**config.mk**
```make
export PLATFORM = sky130hd
export DESIGN_NAME = divider_arbiter
export DESIGN_NICKNAME = d
export VERILOG_FILES = /design/src/rtl/divider_pkg.sv /design/src/rtl/divider_param.sv /design/src/rtl/divider_arbiter.sv
export SDC_FILE = /design/constraint.sdc
export NUM_CORES = 1
export LEC_CHECK = 0
export ABC_CLOCK_PERIOD_IN_PS = 3950
export CORE_MARGIN = 3
export CORE_UTILIZATION = 52
export CTS_BUF_LIST = sky130_fd_sc_hd__clkbuf_8
export DETAILED_ROUTE_END_ITERATION = 12
export GPL_TIMING_DRIVEN = 0
export PLACE_DENSITY_LB_ADDON = 0.05
export SETUP_SLACK_MARGIN = 0.4
export SLEW_MARGIN = 15
export SYNTH_ARGS = -nofsm -noshare
export SYNTH_HDL_FRONTEND = slang
export SYNTH_SLANG_ARGS = --single-unit
```
**constraint.sdc**
```tcl
create_clock -name clk -period 3.95 [get_ports clk]
set_input_delay 0.79 -clock clk [delete_from_list [all_inputs] [get_ports clk]]
set_output_delay 0.79 -clock clk [all_outputs]
set_load 0.01 [all_outputs]
```
**src/rtl/divider_pkg.sv**
```systemverilog
// Shared definitions for the divider arbiter: FSM encoding, divide-by-zero
// response constants and the default watchdog limit.
package divider_pkg;

  typedef enum logic [2:0] {
    S_IDLE       = 3'd0,
    S_ISSUE      = 3'd1,
    S_WAIT_START = 3'd2,
    S_WAIT_DONE  = 3'd3,
    S_RESP       = 3'd4
  } state_t;

  localparam logic DZ_FILL_BIT = 1'b1;
  localparam logic DZ_FLAG     = 1'b1;
  localparam int   WDOG_SLACK  = 4;

  function automatic int wdog_default(input int bitsize);
    return 2 * bitsize + WDOG_SLACK;
  endfunction

endpackage

```
**src/rtl/divider_param.sv**
```systemverilog
// Sequential restoring divider: one quotient bit per cycle after strt,
// idle drops while running and rises with the result valid.
module divider_param #(
  parameter int BITSIZE   = 16,
  parameter int INDEXSIZE = 4
) (
  input  logic               clk,
  input  logic               rst,
  input  logic               strt,
  input  logic [BITSIZE-1:0] dividend,
  input  logic [BITSIZE-1:0] divisor,
  output logic [BITSIZE-1:0] quotient,
  output logic [BITSIZE-1:0] remainder,
  output logic               idle
);

  logic [BITSIZE-1:0]   quo_r;
  logic [BITSIZE-1:0]   rem_r;
  logic [INDEXSIZE-1:0] cnt_r;
  logic                 idle_r;
  logic [BITSIZE:0]     trial_s;
  logic [BITSIZE:0]     diff_s;
  logic                 fits_s;

  // Trial subtraction for the current quotient bit
  always_comb begin
    trial_s = {rem_r, quo_r[BITSIZE-1]};
    diff_s  = trial_s - {1'b0, divisor};
    fits_s  = (trial_s >= {1'b0, divisor});
  end

  // Iteration state: load on strt, shift one bit per cycle until done
  always_ff @(posedge clk) begin
    if (rst) begin
      quo_r  <= '0;
      rem_r  <= '0;
      cnt_r  <= '0;
      idle_r <= 1'b1;
    end else if (idle_r) begin
      if (strt) begin
        quo_r  <= dividend;
        rem_r  <= '0;
        cnt_r  <= '0;
        idle_r <= 1'b0;
      end
    end else begin
      quo_r <= {quo_r[BITSIZE-2:0], fits_s};
      rem_r <= fits_s ? diff_s[BITSIZE-1:0] : trial_s[BITSIZE-1:0];
      if (cnt_r == INDEXSIZE'(BITSIZE - 1)) begin
        idle_r <= 1'b1;
      end else begin
        cnt_r <= cnt_r + {{(INDEXSIZE-1){1'b0}}, 1'b1};
      end
    end
  end

  assign quotient  = quo_r;
  assign remainder = rem_r;
  assign idle      = idle_r;

endmodule

```
**src/rtl/divider_arbiter.sv**
```systemverilog
// Round-robin front end that serialises division jobs from NREQ clients onto
// one shared divider and returns tagged results on a single response channel.
module divider_arbiter
  import divider_pkg::*;
#(
  parameter int NREQ      = 4,
  parameter int BITSIZE   = 16,
  parameter int INDEXSIZE = 4,
  parameter int IDW       = 2,
  parameter int WDOG      = wdog_default(BITSIZE)
) (
  input  logic                    clk,
  input  logic                    rst,
  input  logic [NREQ-1:0]         req_valid,
  output logic [NREQ-1:0]         req_ready,
  input  logic [NREQ*BITSIZE-1:0] req_dividend,
  input  logic [NREQ*BITSIZE-1:0] req_divisor,
  output logic                    rsp_valid,
  input  logic                    rsp_ready,
  output logic [IDW-1:0]          rsp_id,
  output logic [BITSIZE-1:0]      rsp_quotient,
  output logic [BITSIZE-1:0]      rsp_remainder,
  output logic                    rsp_div_zero,
  output logic                    rsp_error,
  output logic                    busy
);

  localparam int WDW = $clog2(WDOG + 1);

  state_t               state_r, state_n;
  logic [IDW-1:0]       rr_ptr_r, id_r, gnt_id_s, next_ptr_s;
  logic [BITSIZE-1:0]   dividend_r, divisor_r, quo_r, rem_r;
  logic [BITSIZE-1:0]   sel_dividend_s, sel_divisor_s, div_q_s, div_r_s;
  logic [WDW-1:0]       wdog_r;
  logic                 dz_r, err_r, rsp_valid_r, busy_r;
  logic                 any_valid_s, accept_s, wdog_exp_s, div_strt_s, div_idle_s;

  // First valid requester at or after ptr, searching with wrap-around
  function automatic logic [IDW-1:0] rr_pick(input logic [NREQ-1:0] valid,
                                             input logic [IDW-1:0]  ptr);
    logic [IDW:0]   pos;
    logic [IDW-1:0] pick;
    logic           found;
    pick  = ptr;
    found = 1'b0;
    for (int k = 0; k < NREQ; k++) begin
      pos = {1'b0, ptr} + (IDW+1)'(k);
      pos = (pos >= (IDW+1)'(NREQ)) ? pos - (IDW+1)'(NREQ) : pos;
      if (!found && valid[pos[IDW-1:0]]) begin
        pick  = pos[IDW-1:0];
        found = 1'b1;
      end else begin
        pick  = pick;
      end
    end
    return pick;
  endfunction

  // Grant selection and operand mux for the granted requester
  always_comb begin
    any_valid_s    = |req_valid;
    gnt_id_s       = rr_pick(req_valid, rr_ptr_r);
    next_ptr_s     = (gnt_id_s == IDW'(NREQ - 1)) ? '0 : gnt_id_s + IDW'(1);
    accept_s       = (state_r == S_IDLE) && any_valid_s;
    wdog_exp_s     = (wdog_r == WDW'(WDOG));
    sel_dividend_s = '0;
    sel_divisor_s  = '0;
    for (int i = 0; i < NREQ; i++) begin
      sel_dividend_s = (gnt_id_s == IDW'(i)) ? req_dividend[i*BITSIZE +: BITSIZE] : sel_dividend_s;
      sel_divisor_s  = (gnt_id_s == IDW'(i)) ? req_divisor[i*BITSIZE +: BITSIZE]  : sel_divisor_s;
    end
  end

  // State register
  always_ff @(posedge clk) begin
    if (rst) begin
      state_r <= S_IDLE;
    end else begin
      state_r <= state_n;
    end
  end

  // Next-state logic; a finished divider wins over a simultaneous watchdog expiry
  always_comb begin
    state_n = state_r;
    case (state_r)
      S_IDLE: begin
        if (accept_s) begin
          state_n = (sel_divisor_s == '0) ? S_RESP : S_ISSUE;
        end else begin
          state_n = S_IDLE;
        end
      end
      S_ISSUE:      state_n = S_WAIT_START;
      S_WAIT_START: begin
        if (!div_idle_s)     state_n = S_WAIT_DONE;
        else if (wdog_exp_s) state_n = S_RESP;
        else                 state_n = S_WAIT_START;
      end
      S_WAIT_DONE: begin
        if (div_idle_s || wdog_exp_s) state_n = S_RESP;
        else                          state_n = S_WAIT_DONE;
      end
      S_RESP: begin
        if (rsp_ready) state_n = S_IDLE;
        else           state_n = S_RESP;
      end
      default: state_n = S_IDLE;
    endcase
  end

  // Decoded outputs; requests are only offered a grant from idle, never in reset
  always_comb begin
    if (accept_s && !rst) begin
      req_ready = {{(NREQ-1){1'b0}}, 1'b1} << gnt_id_s;
    end else begin
      req_ready = '0;
    end
    div_strt_s = (state_r == S_ISSUE);
  end

  // Job capture, watchdog and response registers
  always_ff @(posedge clk) begin
    if (rst) begin
      rr_ptr_r    <= '0;
      id_r        <= '0;
      dividend_r  <= '0;
      divisor_r   <= '0;
      quo_r       <= '0;
      rem_r       <= '0;
      dz_r        <= 1'b0;
      err_r       <= 1'b0;
      wdog_r      <= '0;
      rsp_valid_r <= 1'b0;
      busy_r      <= 1'b0;
    end else begin
      rsp_valid_r <= (state_n == S_RESP);
      busy_r      <= (state_n != S_IDLE);
      case (state_r)
        S_IDLE: begin
          if (accept_s) begin
            id_r       <= gnt_id_s;
            dividend_r <= sel_dividend_s;
            divisor_r  <= sel_divisor_s;
            rr_ptr_r   <= next_ptr_s;
            if (sel_divisor_s == '0) begin
              quo_r <= {BITSIZE{DZ_FILL_BIT}};
              rem_r <= sel_dividend_s;
              dz_r  <= DZ_FLAG;
            end
          end
        end
        S_ISSUE: wdog_r <= '0;
        S_WAIT_START: begin
          if (div_idle_s && wdog_exp_s) begin
            err_r <= 1'b1;
            quo_r <= '0;
            rem_r <= '0;
          end else begin
            wdog_r <= wdog_r + WDW'(1);
          end
        end
        S_WAIT_DONE: begin
          if (div_idle_s) begin
            quo_r <= div_q_s;
            rem_r <= div_r_s;
          end else if (wdog_exp_s) begin
            err_r <= 1'b1;
            quo_r <= '0;
            rem_r <= '0;
          end else begin
            wdog_r <= wdog_r + WDW'(1);
          end
        end
        S_RESP: begin
          if (rsp_ready) begin
            dz_r  <= 1'b0;
            err_r <= 1'b0;
          end
        end
        default: ;
      endcase
    end
  end

  divider_param #(
    .BITSIZE  (BITSIZE),
    .INDEXSIZE(INDEXSIZE)
  ) u_div (
    .clk      (clk),
    .rst      (rst),
    .strt     (div_strt_s),
    .dividend (dividend_r),
    .divisor  (divisor_r),
    .quotient (div_q_s),
    .remainder(div_r_s),
    .idle     (div_idle_s)
  );

  assign rsp_valid     = rsp_valid_r;
  assign rsp_id        = id_r;
  assign rsp_quotient  = quo_r;
  assign rsp_remainder = rem_r;
  assign rsp_div_zero  = dz_r;
  assign rsp_error     = err_r;
  assign busy          = busy_r;

endmodule

```
==> summary.txt <==
Outcome
  – Outcome: complete, no violations

Clock network
  – Reg clk slew, reported paths: 0.07 ns
  – H-tree lvl count: 4
  – Clock Path Buffers: 2
  – Clock buffer count from CTS: 17
  – Root Driver: clkbuf_8
  – CTS tree: yes
  – Later-pin clock latency in the skew report: 0.46 ns
  – Clk sinks: 118

Synthesis
  – YS warnings: 0
  – Post-synth EDFFs: 0
  – Synth Area per Inst: 8.351 µm²
  – Yosys reg bits: 118
  – Syn Inst Count: 864
  – Ys flop type: dfxtp_1
  – Syn nets: 1,023
  – Synth Cell Area: 7216 µm²
  – Netlist cell types: 66
  – Synth async-reset ratio: 0
  – Sequential area share after synthesis: 0.3274

Worst hold path
  – Hold WC Path Type: reg -> reg
  – Min-delay src: divisor_r[11]
  – Hold EP: divisor_r[11]
  – Cell depth of the worst hold path: 2

GRT
  – GR Overflow Total: 0
  – GRT Total Usage: 0.3356
  – Vias in the first global route: 7,399
  – First-pass GRT wire length: 39,390 µm
  – Initial antenna violation count: 1
  – Largest net degree at the start of global routing: 17

Worst setup path
  – Reg-to-Reg Start: rr_ptr_r[1]
  – CP Class: in -> reg
  – Setup crit end kind: flop
  – CP max FO: 10
  – R2r worst-path depth: 17
  – Slowest CP cell: nor4_4
  – Worst setup SP type: primary input
  – Critical-path cell list: buf_2 -> nor2_2 -> a21oi_2 -> o221ai_4 -> inv_2 -> ha_4 -> buf_6 -> nand2b_1 -> buf_4 -> o22ai_1 -> o22ai_2 -> nor4_4 -> and3_1 -> buf_6 -> or2_4 -> buf_8 -> bufbuf_16 -> a211oi_2
  – Max stage delay on crit path: 0.35 ns
  – Worst R2R Setup Slack: 0.46 ns
  – Critical path arrival: 3.86 ns
  – Most Frequent Cell on Critical Path: buf_6
  – Required time of the critical path: 4.26 ns
  – Worst r2r dst: rsp_quotient[1]

Timing
  – Worst Max-Slew Pin Slew: 0.8989 ns
  – Final min period: 3.548 ns
  – Setup Skew: 0.01019 ns
  – Final setup violation count: 0
  – Slew Limit Fails: 0
  – Crit share post-route: 0.8982
  – Worst relative slew slack: 0.3961
  – Worst hold margin: 0.4603 ns
  – Endpoints failing hold: 0
  – RSZ-0062 raised after global routing: true
  – FMAX: 281.9 MHz

Floorplanning
  – Die extent in x: 123.8 µm
  – Core area: 13,400 µm²
  – # rows: 42
  – Die area: 15,330 µm²
  – Initial Utilization: 0.5385
  – Die Span Y: 123.8 µm
  – Top Ports: 177

Power
  – PD cells: 743.3 nW/µm²
  – P_leak: 0.003812 µW
  – Max VDD drop: 0.0005022 V

Layout
  – Most common cell after layout, fill and taps aside: clkdlybuf4s50_1
  – Synth-to-Final Area Change: 42.88%
  – Core Util, Final: 0.7694
  – Fraction of layout cells with a size suffix above 1: 0.1670
  – Most frequent cells in the layout: clkdlybuf4s50_1 (169), dfxtp_1 (116), nor2_1 (103)
  – NumNets Final: 1,242

Routing
  – WL final: 26,340 µm
  – Routed vias/inst: 6.217
  – Routed wire per std cell: 20.69 µm
  – Drt pass-1 iters: 6
  – Number of remaining DRC errors: 0
  – DRT iter0 DRCs: 822
  – Antenna-violating nets left: 0
  – Vias: 7,914

Place
  – Routability-driven placement congestion ratio: 0.9307
  – Port-buffer cells: 176
  – Final HPWL DP: 18,750 µm

Run
  – Max-Cap Viols: 0
-- stage by stage --
step	setup TNS (ns)	total power (µW)	worst slack [ns]	instance area (µm²)	std cells
after global placement	-24.53	5850	-0.8797	9208	1216
final	0	7663	0.4020	10310	1273
after detailed placement	-26.69	5886	-0.9278	9221	1217
after CTS	0	7390	0.4137	10070	1262
after global routing	0	8092	0.3153	10310	1273
after floorplan	0	4681	0.4005	7226	864
-- power breakdown --
group / leakage (µW) / internal, µW / switching, µW / total [µW]
clock: 0.000199 / 645 / 545 / 1190
sequential: 0.000965 / 1490 / 243 / 1740
combinational: 0.00265 / 2040 / 2700 / 4740
total: 0.00381 / 4180 / 3480 / 7660
-- cells in the mapped netlist (all sizes together) (6+ instances only) --
master	count	area share
inv	29	0.015
o21ai	31	0.022
dfxtp	118	0.33
ha	23	0.040
nand2	53	0.028
xnor2	9	0.011
buf	28	0.038
a221oi	24	0.029
o21a	6	0.0062
nand2b	9	0.0078
nor2	106	0.055
mux2i	28	0.039
nand4	8	0.0069
a211oi	69	0.093
and3	6	0.0052
a21oi	89	0.062
nor3	69	0.048
o22ai	14	0.012
or2	6	0.0059
nor2b	6	0.0062
xor2	7	0.0085
clkbuf	43	0.038
-- what timing repair did --
| item | in CTS | in global routing |
|---|---|---|
| cloned | 2 | 2 |
| pin swaps | 12 | 20 |
| gates resized for setup | 80 | 31 |
| setup buffers | 11 | 8 |
| setup endpoints to repair | 52 | 36 |
| hold buffers | 0 | 0 |
-- sequential cells by signal, indices dropped and copies added (netlist names) --
signal	count
rsp_error	1
state_r	3
rsp_remainder	16
wdog_r	6
rsp_valid	1
u_div.remainder	16
busy	1
divisor_r	16
rr_ptr_r	2
u_div.idle	1
rsp_quotient	16
rsp_div_zero	1
u_div.cnt_r	4
rsp_id	2
u_div.quotient	16
dividend_r	16
-- worst max-delay path by stage --
stage	start	end	slack (ns)
2_1_floorplan	req_valid[0]	rsp_quotient[0]	0.40
3_3_place_gp	req_valid[3]	req_ready[1]	-0.88
3_5_place_dp	req_valid[3]	req_ready[1]	-0.93
4_1_cts	rr_ptr_r[1]	rsp_quotient[4]	0.41
5_1_grt	req_valid[1]	rsp_quotient[1]	0.32
6_report	req_valid[1]	rsp_quotient[1]	0.40
-- metal layers --
metal / up-vias / part of all wire / GRT usage
met5: - / 0 / 0
met4: 0 / 0.033 / 0.1301
met3: 67 / 0.085 / 0.05450
met2: 452 / 0.48 / 0.5654
met1: 3764 / 0.40 / 0.4298
li1: 3631 / - / -
-- critical path: cells and delay by family --
| family | cells | cell delay (ns) |
|---|---|---|
| buffers and inverters | 7 | 1.07 |
| AO/OA/AOI/OAI | 5 | 0.82 |
| AND/OR/NAND/NOR | 5 | 0.98 |
| adder cells (fa/ha/maj) | 1 | 0.17 |
-- logic make-up (layout without fill, tap and decap cells) --
family | Yosys count | count (layout) | share of synthesized area
DFF | 118 | 118 | 0.3274
buffers and inverters | 103 | 335 | 0.09346
adders and majority gates | 24 | 24 | 0.04266
xor gates and xnor gates | 16 | 16 | 0.01942
muxes | 28 | 28 | 0.03884
other | 0 | 1 | 0
AOI/OAI and AO/OA | 286 | 286 | 0.2856
and+or+nand+nor | 289 | 289 | 0.1926
-- layout make-up --
type                       instances  area [µm²]
clock buffer                      22       302.8
clock inverter                    10       120.1
sequential                       118        2367
timing repair buffer             200        2067
fill                             995        3090
tap                              176       220.2
multi-input combinational        643        4491
antenna                            1       2.502
buffer                            73       625.6
inverter                          30       113.9
(Power assumes the default switching activity.)
